File: src/rtl/barrett_pkg.sv
// Shared constants and elaboration helpers for the Barrett reduction pipeline.
package barrett_pkg;

   localparam int Q_DEFAULT = 3533;
   localparam int Q_KYBER   = 3329;

   function automatic int barrett_k(input int q);
      return $clog2(q);
   endfunction

   // floor(2^(2k)/q), evaluated in 64 bits so k up to 16 cannot overflow
   function automatic int barrett_mu(input int q, input int k);
      longint num;
      num = longint'(1) << (2 * k);
      return int'(num / longint'(q));
   endfunction

endpackage

File: src/rtl/barrett_cond_sub.sv
// Final correction: brings a value in [0, 3Q) into [0, Q) with two subtract terms.
module barrett_cond_sub
   import barrett_pkg::*;
#(
   parameter int Q = Q_DEFAULT,
   parameter int K = barrett_k(Q)
) (
   input  logic [K+1:0] r_in,
   output logic [K-1:0] r_out
);

   localparam int R_W = K + 2;
   localparam logic [R_W-1:0] Q1 = R_W'(Q);
   localparam logic [R_W-1:0] Q2 = R_W'(2 * Q);

   always_comb begin
      r_out = K'(r_in);
      if (r_in >= Q2) begin
         r_out = K'(r_in - Q2);
      end else if (r_in >= Q1) begin
         r_out = K'(r_in - Q1);
      end
   end

endmodule

File: src/rtl/barrett_reduce_pipe.sv
// Three-stage pipelined Barrett reducer, dout_r = din_a mod Q, valid/ready stream.
// All stages advance together whenever the output slot is free or being drained.
module barrett_reduce_pipe
   import barrett_pkg::*;
#(
   parameter int Q     = Q_DEFAULT,
   parameter int TAG_W = 4,
   localparam int K    = barrett_k(Q),
   localparam int IN_W = 2 * K
) (
   input  logic             clk,
   input  logic             rst,
   input  logic             in_valid,
   output logic             in_ready,
   input  logic [IN_W-1:0]  din_a,
   input  logic [TAG_W-1:0] in_tag,
   output logic             out_valid,
   input  logic             out_ready,
   output logic [K-1:0]     dout_r,
   output logic [TAG_W-1:0] out_tag,
   output logic             busy
);

   localparam int MU   = barrett_mu(Q, K);
   localparam int QH_W = 2 * K + 1;
   localparam int T_W  = K + 1;
   localparam int R_W  = K + 2;

   if (Q < 3 || Q >= 65536) begin : g_bad_q
      $error("barrett_reduce_pipe: Q must satisfy 3 <= Q < 65536");
   end

   logic             advance;
   logic             v1, v2, v3;
   logic [IN_W-1:0]  a1;
   logic [QH_W-1:0]  qh;
   logic [R_W-1:0]   r2;
   logic [TAG_W-1:0] tag1, tag2;

   logic [K-1:0]     hi;
   logic [QH_W-1:0]  qh_n;
   logic [T_W-1:0]   t;
   logic [IN_W-1:0]  tq;
   logic [R_W-1:0]   r2_n;
   logic [K-1:0]     r3;

   assign advance   = !v3 || out_ready;
   assign in_ready  = advance;
   assign out_valid = v3;
   assign busy      = v1 | v2 | v3;

   assign hi   = K'(din_a >> K);
   assign qh_n = QH_W'(hi) * QH_W'(MU);

   // quotient estimate is at most 2 short, so the difference fits K+2 bits
   assign t    = T_W'(qh >> K);
   assign tq   = IN_W'(t) * IN_W'(Q);
   assign r2_n = R_W'(a1 - tq);

   barrett_cond_sub #(
      .Q (Q),
      .K (K)
   ) u_cond_sub (
      .r_in  (r2),
      .r_out (r3)
   );

   always_ff @(posedge clk or posedge rst) begin
      if (rst) begin
         v1      <= 1'b0;
         v2      <= 1'b0;
         v3      <= 1'b0;
         a1      <= '0;
         qh      <= '0;
         r2      <= '0;
         tag1    <= '0;
         tag2    <= '0;
         dout_r  <= '0;
         out_tag <= '0;
      end else if (advance) begin
         v1      <= in_valid;
         a1      <= din_a;
         qh      <= qh_n;
         tag1    <= in_tag;
         v2      <= v1;
         r2      <= r2_n;
         tag2    <= tag1;
         v3      <= v2;
         dout_r  <= r3;
         out_tag <= tag2;
      end
   end

endmodule
File: config.mk
export PLATFORM = sky130hd
export DESIGN_NAME = barrett_reduce_pipe
export DESIGN_NICKNAME = d
export VERILOG_FILES = /design/src/rtl/barrett_pkg.sv /design/src/rtl/barrett_cond_sub.sv /design/src/rtl/barrett_reduce_pipe.sv
export SDC_FILE = /design/constraint.sdc
export NUM_CORES = 1
export LEC_CHECK = 0
export CAP_MARGIN = 20
export CORE_UTILIZATION = 55
export DETAILED_ROUTE_END_ITERATION = 6
export DONT_BUFFER_PORTS = 1
export GPL_ROUTABILITY_DRIVEN = 0
export HOLD_SLACK_MARGIN = 0.05
export PLACE_DENSITY = 0.7
export SETUP_SLACK_MARGIN = 0.2
export SKIP_LAST_GASP = 1
export SLEW_MARGIN = 25
export SYNTH_ARGS = -nofsm -noshare
export SYNTH_HDL_FRONTEND = slang
export SYNTH_SLANG_ARGS = --single-unit
File: constraint.sdc
create_clock -name clk -period 7.15 [get_ports clk]
set_input_delay 1.43 -clock clk [delete_from_list [all_inputs] [get_ports clk]]
set_output_delay 1.43 -clock clk [all_outputs]
set_load 0.03 [all_outputs]
## Yosys cells after proc, flatten, opt, wreduce, memory -nomap -nowiden

Index checks and enable logic that the tools add are counted.

| cells by class | value |
|---|---|
| $add $sub $neg | 3 |
| $mul | 2 |
| $lt $le $gt $ge | 2 |
| muxes and demuxes | 2 |
| bitwise operators | 2 |
| reduce and logical (&&, ||, !) cells | 2 |

Operators by type and width:

| cell | count |
|---|---|
| $mux 12 | 2 |
| $sub 12x12->12 const B | 2 |
| $mul 12x11->23 const B | 1 |
| $ge 14x12->1 const B | 1 |
| $ge 14x13->1 const B | 1 |
| $mul 13x12->14 const B | 1 |
| $sub 14x14->14 | 1 |
| $or 1x1->1 | 2 |
| $logic_not 1->1 | 1 |
| $logic_or 1x1->1 | 1 |

| storage, ports and cells | value |
|---|---|
| register bits after elaboration | 78 |
| input port bits | 32 |
| output and inout bits | 19 |
| word-level logic and storage cells | 23 |

## Depth between registers and ports, before layout

Gate-level depths: netlist (run 1).

| logic depth | value |
|---|---|
| word-level depth | 3 |
| mapped depth | 18 |
| depth with buffers taken out | 18 |

## Modules after synthesis

A second synthesis (run 1) with hierarchy kept.

| unflattened totals | value |
|---|---|
| cell total of the unflattened synthesis | 828 |
| area total of the unflattened synthesis | 7533.5 sq um |

By module, submodules not included:

| module | instances | cells an instance | area each (sq um) | sequential area each (sq um) |
|---|---|---|---|---|
| barrett_reduce_pipe | 1 | 731 | 6796.5 | 1701.6 |
| barrett_cond_sub | 1 | 97 | 737.0 | 0.0 |

## Least setup slack after synthesis (run 1)

Ideal clock, no wire load.

| timing path | value |
|---|---|
| path type | input -> register |
| from | input din_a[17] |
| to | register qh[20] |
| setup time | 0.134 ns |
| arrival | 5.038 ns |
| data required time | 7.016 ns |
| setup slack | 1.978 ns |
| stages | 16 |
| path through | ha_1 ha_1 inv_1 fa_1 inv_1 fa_1 fa_1 ha_1 a21oi_1 nor3b_1 o211ai_1 a21oi_2 nor2_1 a21o_1 a211oi_1 o31ai_1 |

| between the ends | value |
|---|---|
| cells in the longest elaborated chain, start to end | 1 |

Ends and longest elaborated chain:

| item | RTL line | source |
|---|---|---|
| start: declaration | barrett_reduce_pipe.sv:15 | `input logic [IN_W-1:0] din_a,` |
| $mul 12x11->23 | barrett_reduce_pipe.sv:53 | `assign qh_n = QH_W'(hi) * QH_W'(MU);` |
| end signal: assignment | barrett_reduce_pipe.sv:83 | `qh <= qh_n;` |
| end: declaration | barrett_reduce_pipe.sv:36 | `logic [QH_W-1:0] qh;` |

Every way passes these cells.
A chain may end at the register's enable or synchronous reset.

## Final worst setup path (run 1)

Same ends and word-level chain as after synthesis.

==> results of run 1 <==
[registers in the layout (all words and copies together), names as in the netlist]
name,flops
qh,13
r2,14
dout_r,12
tag1,4
v2,1
a1,14
tag2,4
out_valid,1
out_tag,4
v1,1
[how the worst max path moves through the flow]
| stage | end | slack, ns | cells past startpoint |
|---|---|---|---|
| floorplan | qh[20] | 1.98 | 16 |
| global route | qh[20] | 1.65 | 16 |
| detailed placement | qh[20] | 1.66 | 16 |
| global placement | qh[20] | 1.80 | 16 |
| CTS | qh[20] | 1.99 | 16 |
| finish | qh[20] | 2.02 | 16 |
[metal layers]
metal	track usage	vias up	wire length, um
met1	0.2664	2446	6306
met3	0.03488	16	367
met5	0	-	0
met2	0.3750	80	6807
li1	-	2610	-
met4	0.08814	0	275
[worst register-to-register path: stages, from the launching register on]
cell,delay [ns]
dfrtp_1,0.49
ha_1,0.34
inv_1,0.07
fa_1,0.51
inv_1,0.05
ha_1,0.27
inv_1,0.05
fa_1,0.48
inv_1,0.06
fa_1,0.53
inv_1,0.04
ha_1,0.34
nand4_1,0.14
nor2_1,0.06
a211o_1,0.30
a31oi_1,0.29
o21ai_1,0.13
xnor2_1,0.13
o21ai_0,0.08
[cells in the final DEF (no fill, tap or decap), types with 2 or more instances in the layout]
cell type,n
a211oi_1,5
a21boi_1,2
a21o_1,6
a21oi_1,39
a21oi_2,3
a31oi_1,3
and3_1,3
buf_4,3
bufinv_16,2
clkbuf_16,9
dfrtp_1,68
fa_1,57
ha_1,143
inv_1,173
inv_2,2
nand2_1,105
nand2b_1,6
nand3_1,5
nand4_1,2
nor2_1,32
nor2b_1,4
nor3_1,5
nor3b_1,2
o211ai_1,5
o21a_1,7
o21ai_0,36
o21ai_1,13
o21bai_1,2
o31ai_1,4
or3_1,2
xnor2_1,28
xor2_1,21
[logic make-up after synthesis]
| group | count (synthesis) | synth area share |
|---|---|---|
| buf+inv | 194 | 0.1001 |
| mux | 2 | 0.002874 |
| fa+ha+maj | 200 | 0.3959 |
| xor+xnor | 49 | 0.05799 |
| simple gates | 174 | 0.1021 |
| flops | 68 | 0.2299 |
| compound gates | 135 | 0.1111 |
[metrics by stage]
step / instances / utilization / area [sq um]
after CTS: 997 / 0.5977 / 7884
after global routing: 997 / 0.5977 / 7884
after detailed placement: 982 / 0.5737 / 7567
after floorplan: 822 / - / 7401
after global placement: 982 / 0.5737 / 7567
final: 997 / 0.5977 / 7884
[Yosys cell counts, types with 7 or more instances]
library cell / n / area (sq um)
fa_1: 57 / 1141
ha_1: 143 / 1789
dfrtp_1: 68 / 1702
a21oi_1: 39 / 195.2
o21ai_1: 13 / 65.06
inv_1: 175 / 656.9
nand2_1: 105 / 394.1
o21ai_0: 36 / 180.2
nor2_1: 32 / 120.1
xor2_1: 21 / 183.9
o21a_1: 7 / 52.55
clkbuf_1: 16 / 60.06
xnor2_1: 28 / 245.2
[cell type report]
class                   instances  share of cell area
inverters                     175             0.08332
flip-flops and latches         68              0.2158
clock inverters                 4            0.009364
multi-input cells             560              0.6299
well taps                     176             0.02793
repair buffers                  3            0.002857
clock buffers                  11             0.03079
==> flow_summary_export.csv, run 1 <==
group,metric,value,unit
run_status,status,"finished, final reports clean",
global_routing,grt_usage,0.2160,
sta,finalCriticalPeriod,5.135,ns
setup_path,critPathMaxStageDelay,0.53,ns
sta,fmax,194.7,MHz
hold_path,min_path_cells,2,
setup_path,critPathArrivalTime,5.33,ns
yosys,ys_seq_elements,68,
finish,nFillCells,1130,
yosys,synth-seq-area-share,0.2299,
clock_network,clock_latency,0.34,ns
hold_path,min_path_type,"reg -> reg",
setup_path,cp-startpoint,"din_a[17]",
setup_path,required,7.34,ns
setup_path,worst_setup_path_end_kind,"register",
clock_network,cts.path.max_buffers,2,
global_routing,grt_max_degree,76,
floorplan,io_pins,51,
placement,post-place-ws,1.665,ns
clock_network,cts.sinks,68,
floorplan,die_area,0.01392,sq mm
sta,fin_ws,2.015,ns
detailed_routing,routed_wl,13760,um
finish,n_antenna_cell,0,
sta,clock_skew,0.007352,ns
yosys,synth_ff_type,"dfrtp_1",
yosys,yosysWarningCount,0,
sta,fin_tns_setup,0,ns
setup_path,startpoint_type,"primary input",
yosys,synth-edff-count,0,
placement,portBuffers,0,
global_routing,gr-total-overflow,0,
clock_network,clkTransAtPathRegs,0.05,ns
detailed_routing,firstDrtPassIters,4,
global_routing,antenna_found_initial,0,
global_routing,grt_pass1_vias,5397,
detailed_routing,wl_per_cell,13.80,um
global_routing,grt_pass1_wl,24150,um
placement,dp.final_hpwl,11120,um
floorplan,die_y,118,um
clock_network,h-tree-depth,3,
yosys,syn_avg_cell_area,9.003,sq um
sta,whs,0.4695,ns
setup_path,path_class,"in -> reg",
sta,hold_viol_final,0,
yosys,ys_types,51,
detailed_routing,viasPerCell,5.168,
hold_path,min_to,"tag1[0]",
setup_path,regToRegEndpoint,"r2[13]",
sta,drv_slew,0,
yosys,async_flop_share,1.000,
yosys,synthCells,822,
detailed_routing,drtIter0Drc,233,
setup_path,crit_family,"adder cells",
hold_path,holdCritStartpoint,"tag1[0]",
finish,layout.nets,1049,
clock_network,root_buffer,"clkbuf_16",
setup_path,rr_startpoint,"qh[17]",
detailed_routing,drtAntennaViolNets,0,
sta,worstMarginPinSlew,0.7314,ns
finish,multiInputGateArea,0.004966,sq mm
floorplan,die_w,118,um
floorplan,initial_core_util,0.5611,
sta,slew_headroom,0.5124,
clock_network,post_cts_buffers,0,
finish,syn2layout_area_growth,6.526,%
sta,rsz0062_at_grt,"false",
setup_path,reg2regPathDepth,18,
yosys,syn-num-nets,1054,
setup_path,crit_slowest_cell,"fa_1",
floorplan,row_count,42,
setup_path,critPathMaxFanout,5,
clock_network,numCtsBuffers,9,
floorplan,core,0.01319,sq mm
detailed_routing,drc_errors,0,
setup_path,worst-path-buf-inv,2,
flow_run,maxCapViolCount,0,
detailed_routing,vias,5152,
clock_network,tritoncts,"yes",
setup_path,reg2reg_slack,2.67,ns
clock_network,cts_resized,0,
sta,setup_viol,0,
clock_network,ctsHoldBuffers,0,
finish,drive_gt1_frac,0.03532,
yosys,syn_area,0.007401,sq mm
sta,period_share,0.7182,
finish,seq_area,0.001702,sq mm
setup_path,crit_chain,"ha_1, ha_1, inv_1, fa_1, inv_1, fa_1, fa_1, ha_1, a21oi_1, nor3b_1, o211ai_1, a21oi_2, nor2_1, a21o_1, a211oi_1, o31ai_1",
Power of run 1 is not shown: default switching activity piles up to over one toggle a cycle in this logic, so the estimate is an artifact.
==> run 2, diff against run 1 <==
--- a/config.mk
+++ b/config.mk
@@ -11,7 +11,7 @@
 export DONT_BUFFER_PORTS = 1
 export GPL_ROUTABILITY_DRIVEN = 0
 export HOLD_SLACK_MARGIN = 0.05
-export PLACE_DENSITY = 0.7
+export PLACE_DENSITY = 0.73
 export SETUP_SLACK_MARGIN = 0.2
 export SKIP_LAST_GASP = 1
 export SLEW_MARGIN = 25
==> constraint.sdc (replaced) <==
create_clock -name clk -period 4.7 [get_ports clk]
set_input_delay 0.94 -clock clk [delete_from_list [all_inputs] [get_ports clk]]
set_output_delay 0.94 -clock clk [all_outputs]
set_load 0.03 [all_outputs]
==> run 2 against run 1 <==
  * Cell area grew 2.1%
  * Count of clock-buffer cells in the layout increased by 2
  * Core utilization grew 1.3 points
  * Worst setup slack got worse by 1.7 ns
  * Global-route usage shrank 0.32 points
  * Hold slack got worse by 0.0069 ns
  * Clock skew shrank 0.0020 ns
  * Critical path type is now reg -> reg
  * Critical endpoint is now r2[13]
  * Largest cell class unchanged
==> flow_summary_export.csv, run 2 (synthesis gave the netlist of run 1 again) <==
group,metric,value,unit
placement,dp.cells,987,
detailed_routing,wl_per_cell,13.23,um
clock_network,cts.path.max_buffers,2,
finish,syn2layout_area_growth,8.808,%
clock_network,h-tree-depth,3,
global_routing,grt_pass1_vias,5209,
sta,fin_tns_setup,0,ns
global_routing,grt_usage,0.2128,
finish,layout.nets,1056,
setup_path,required,4.90,ns
run_status,status,"finished, final reports clean",
global_routing,grt_max_degree,77,
finish,fin_area,0.008053,sq mm
sta,finalCriticalPeriod,4.352,ns
setup_path,worst_setup_path_end_kind,"register",
finish,reg_top3,"a1 (14), r2 (14), qh (13)",
detailed_routing,drtAntennaViolNets,0,
detailed_routing,drtIter0Drc,193,
finish,drive_gt1_frac,0.06755,
detailed_routing,vias,5129,
setup_path,critPathArrivalTime,4.55,ns
sta,slew_headroom,0.5023,
clock_network,ctsHoldBuffers,0,
sta,fmax,229.8,MHz
placement,dp.final_hpwl,10860,um
placement,portBuffers,0,
clock_network,cts.sinks,68,
setup_path,critPathMaxFanout,4,
setup_path,path_class,"reg -> reg",
clock_network,numCtsBuffers,9,
sta,worstMarginPinSlew,0.7466,ns
floorplan,core,0.01319,sq mm
clock_network,tritoncts,"yes",
finish,instances_no_fill,1005,
sta,clock_skew,0.005395,ns
detailed_routing,drc_errors,0,
flow_run,maxCapViolCount,0,
sta,rsz0062_at_grt,"true",
clock_network,clkTransAtPathRegs,0.05,ns
detailed_routing,routed_wl,13300,um
clock_network,root_buffer,"clkbuf_16",
floorplan,io_pins,51,
sta,setup_viol,0,
clock_network,clock_latency,0.34,ns
hold_path,min_path_type,"reg -> reg",
finish,final_cell_mix,"inv_1 (173), ha_1 (139), nand2_1 (105), dfrtp_1 (65), fa_1 (54)",
sta,hold_viol_final,0,
setup_path,startpoint_type,"register",
floorplan,row_count,42,
placement,place_area,0.007651,sq mm
detailed_routing,viasPerCell,5.103,
floorplan,die_w,118,um
detailed_routing,firstDrtPassIters,4,
sta,period_share,0.9260,
sta,whs,0.4626,ns
global_routing,gr-total-overflow,0,
global_routing,antenna_found_initial,0,
floorplan,initial_core_util,0.5611,
floorplan,die_area,0.01392,sq mm
sta,drv_slew,0,
finish,n_antenna_cell,0,
global_routing,grt_pass1_wl,23790,um
finish,final_common_cell,"inv_1",
floorplan,die_y,118,um
## run 2: critical path, cell delays in order, from the launching register on
cell and delay [ns]:
dfrtp_2 0.44, buf_4 0.17, fa_1 0.49, inv_1 0.05
fa_1 0.46, fa_1 0.54, inv_1 0.06, fa_1 0.51
fa_2 0.43, xnor2_2 0.16, xnor2_1 0.19, xnor2_1 0.17
xnor2_1 0.17, xnor2_1 0.16, xnor2_1 0.13, o21ai_0 0.09
## run 2: metrics by stage
stage | setup slack (ns) | utilization
6_report | 0.3480 | 0.6105
4_1_cts | 0.2096 | 0.6045
5_1_grt | 0.1825 | 0.6105
2_1_floorplan | 0.2004 | -
3_3_place_gp | 0.05116 | 0.5801
3_5_place_dp | -0.02522 | 0.5801
## run 2: path summary, 6_finish.rpt
| check | slack (ns) | cells after the start | from | endpoint |
|---|---|---|---|---|
| max in group asynchronous | 3.19 | 2 | rst | dout_r[9] |
| setup reg to reg | 0.35 | 15 | qh[17] | r2[13] |
| hold reg to reg | 0.46 | 2 | tag1[0] | tag1[0] |
| hold / removal | 0.46 | 2 | tag1[0] | tag1[0] |
| setup / recovery | 0.35 | 15 | qh[17] | r2[13] |
| min in group asynchronous | 0.58 | 1 | rst | out_tag[1] |
## run 2: what timing repair did
| action | 4_1_cts | 5_1_grt |
|---|---|---|
| setup buffers | 0 | 2 |
| resized for setup | 0 | 12 |
| endpoints found under the hold margin | 0 | 0 |
| endpoints found under the setup margin | 0 | 8 |
## run 2: cell type report
type,instances,area (sq um)
fill,1155,5137
sequential,68,1705
timing repair buffer,10,75.07
tap,176,220.2
multi-input combinational,560,5072
clock inverter,3,42.54
inverter,175,656.9
clock buffer,13,280.3
## run 2: per-layer routing
metal	up-vias	global-route usage	wire length [um]
met3	14	0.04021	455
met5	-	0	0
met1	2411	0.2964	6558
li1	2633	-	-
met2	71	0.3419	6131
met4	0	0.05048	153
Power of run 2 is left out for the same reason.
==> run 3, diff against run 2 <==
--- a/config.mk
+++ b/config.mk
@@ -10,6 +10,7 @@
 export DETAILED_ROUTE_END_ITERATION = 6
 export DONT_BUFFER_PORTS = 1
 export GPL_ROUTABILITY_DRIVEN = 0
+export GPL_TIMING_DRIVEN = 0
 export HOLD_SLACK_MARGIN = 0.05
 export PLACE_DENSITY = 0.73
 export SETUP_SLACK_MARGIN = 0.2
==> constraint.sdc (replaced) <==
create_clock -name clk -period 4.7 [get_ports clk]
set_input_delay 0.94 -clock clk [delete_from_list [all_inputs] [get_ports clk]]
set_output_delay 0.94 -clock clk [all_outputs]
set_load 0.1 [all_outputs]
==> run 3 against run 2 <==
  * Clock skew rose by 0.0036 ns
  * Fmax up 1.6%
  * Count of clock-buffer cells in the layout fell by 2
  * Critical path depth up 1
  * Sequential share of layout area down 0.39 points
  * Die area is the same
  * Hold slack better by 0.0023 ns
  * Non-clock buffer count increased by 20
  * Via count increased by 2.9%
  * Register-to-register slack improved by 0.07 ns
  * Worst setup slack gained 0.067 ns
==> flow_summary_export.csv, run 3 (synthesis gave the netlist of run 1 again) <==
group,metric,value,unit
hold_path,holdCritStartpoint,"tag2[3]",
setup_path,critPathMaxStageDelay,0.54,ns
global_routing,grt_usage,0.2252,
finish,fin_area,0.008228,sq mm
finish,n_antenna_cell,0,
detailed_routing,drc_errors,0,
setup_path,rr_startpoint,"qh[18]",
floorplan,row_count,42,
finish,final_cell_mix,"inv_1 (173), ha_1 (135), nand2_1 (105), dfrtp_1 (61), fa_1 (55)",
hold_path,min_path_cells,2,
setup_path,worst-path-buf-inv,2,
flow_run,maxCapViolCount,0,
detailed_routing,wl_per_cell,14.39,um
sta,drv_slew,0,
detailed_routing,drtAntennaViolNets,0,
clock_network,clkTransAtPathRegs,0.06,ns
global_routing,grt_max_degree,36,
placement,place_area,0.007706,sq mm
floorplan,die_w,118,um
sta,whs,0.4649,ns
setup_path,required,4.89,ns
sta,rsz0062_at_grt,"false",
finish,final_common_cell,"inv_1",
detailed_routing,viasPerCell,5.148,
setup_path,critPathMaxFanout,6,
sta,clock_skew,0.008981,ns
clock_network,cts.sinks,68,
sta,worstMarginPinSlew,0.9245,ns
setup_path,crit_top_cell,"ha_1",
clock_network,clock_latency,0.34,ns
floorplan,die_area,0.01392,sq mm
sta,fmax,233.3,MHz
setup_path,crit_family,"adder cells",
sta,setup_viol,0,
setup_path,startpoint_type,"register",
global_routing,grt_pass1_vias,5323,
clock_network,tritoncts,"yes",
setup_path,reg2regPathDepth,16,
finish,reg_top3,"a1 (14), r2 (14), qh (13)",
clock_network,ctsHoldBuffers,0,
finish,instances_no_fill,1025,
detailed_routing,vias,5277,
global_routing,antenna_found_initial,0,
finish,syn2layout_area_growth,11.17,%
sta,finalCriticalPeriod,4.286,ns
floorplan,core,0.01319,sq mm
clock_network,root_buffer,"clkbuf_16",
setup_path,path_class,"reg -> reg",
setup_path,crit_slowest_cell,"fa_1",
sta,slew_headroom,0.3849,
hold_path,min_path_type,"reg -> reg",
finish,drive_gt1_frac,0.08009,
floorplan,die_y,118,um
setup_path,regToRegEndpoint,"r2[13]",
sta,hold_viol_final,0,
placement,dp.final_hpwl,11860,um
clock_network,numCtsBuffers,9,
setup_path,reg2reg_slack,0.41,ns
setup_path,crit_chain,"buf_4, ha_1, fa_1, ha_1, ha_1, fa_1, inv_1, ha_1, a21o_1, a21oi_1, nor2b_1, a211o_1, a31oi_4, o21ai_1, xnor2_1, o21ai_0",
hold_path,min_to,"tag2[3]",
finish,final_util,0.6238,
clock_network,h-tree-depth,3,
sta,period_share,0.9118,
clock_network,cts.path.max_buffers,2,
setup_path,critPathArrivalTime,4.47,ns
setup_path,worst_setup_path_end_kind,"register",
finish,layout.nets,1076,
run_status,status,"finished, final reports clean",
detailed_routing,firstDrtPassIters,4,
global_routing,grt_pass1_wl,24810,um
placement,dp.cells,1000,
floorplan,initial_core_util,0.5611,
detailed_routing,routed_wl,14750,um
setup_path,crit_cells,16,
global_routing,gr-total-overflow,0,
placement,portBuffers,0,
detailed_routing,drtIter0Drc,286,
floorplan,io_pins,51,
==> run 3: cell count changes in the layout (fill, tap and decap cells not counted), sizes merged <==
cell / delta
buf: +4
clkinvlp: +1
clkbuf: +14
bufinv: +1
==> run 3: through the flow <==
stage / setup TNS (ns) / worst slack (ns)
floorplan: 0 / 0.1784
global route: 0 / 0.1955
global placement: -0.01880 / -0.009479
detailed placement: -0.1350 / -0.07402
finish: 0 / 0.4145
CTS: 0 / 0.2647
==> run 3: routing by layer <==
layer | wire length (um) | track usage
met5 | 0 | 0
met3 | 794 | 0.05426
met2 | 7069 | 0.3842
met1 | 6784 | 0.2892
met4 | 103 | 0.04808
==> run 3: worst max-delay path by stage <==
stage | startpoint | to | slack, ns
2_1_floorplan | din_a[17] | qh[20] | 0.18
5_1_grt | din_a[15] | qh[24] | 0.20
3_5_place_dp | din_a[15] | qh[20] | -0.07
6_report | qh[18] | r2[13] | 0.41
3_3_place_gp | din_a[17] | qh[20] | -0.009
4_1_cts | qh[17] | r2[13] | 0.26
==> run 3: area by class of cell <==
| type | count | area [sq um] |
|---|---|---|
| timing repair buffer | 11 | 98.84 |
| buffer | 19 | 85.08 |
| clock inverter | 5 | 83.83 |
| multi-input combinational | 560 | 5117 |
| tap | 176 | 220.2 |
| fill | 1110 | 4962 |
| clock buffer | 11 | 252.7 |
| inverter | 175 | 659.4 |
| sequential | 68 | 1710 |
==> run 3: worst register-to-register path, stage by stage (launching register included) <==
cell and delay (ns):
dfrtp_2 0.46, buf_4 0.16, ha_1 0.28, fa_1 0.46, ha_1 0.31, ha_1 0.30, fa_1 0.54, inv_1 0.04
ha_1 0.34, a21o_1 0.19, a21oi_1 0.14, nor2b_1 0.09, a211o_1 0.27, a31oi_4 0.23, o21ai_1 0.11, xnor2_1 0.12
o21ai_0 0.09
==> run 3: timing repair <==
item | CTS | global route
hold endpoints to repair | 0 | 0
buffers inserted | 0 | 9
gates resized for setup | 2 | 18
pin swaps | 0 | 16
setup endpoints to repair | 1 | 8
Power of run 3 is left out for the same reason.
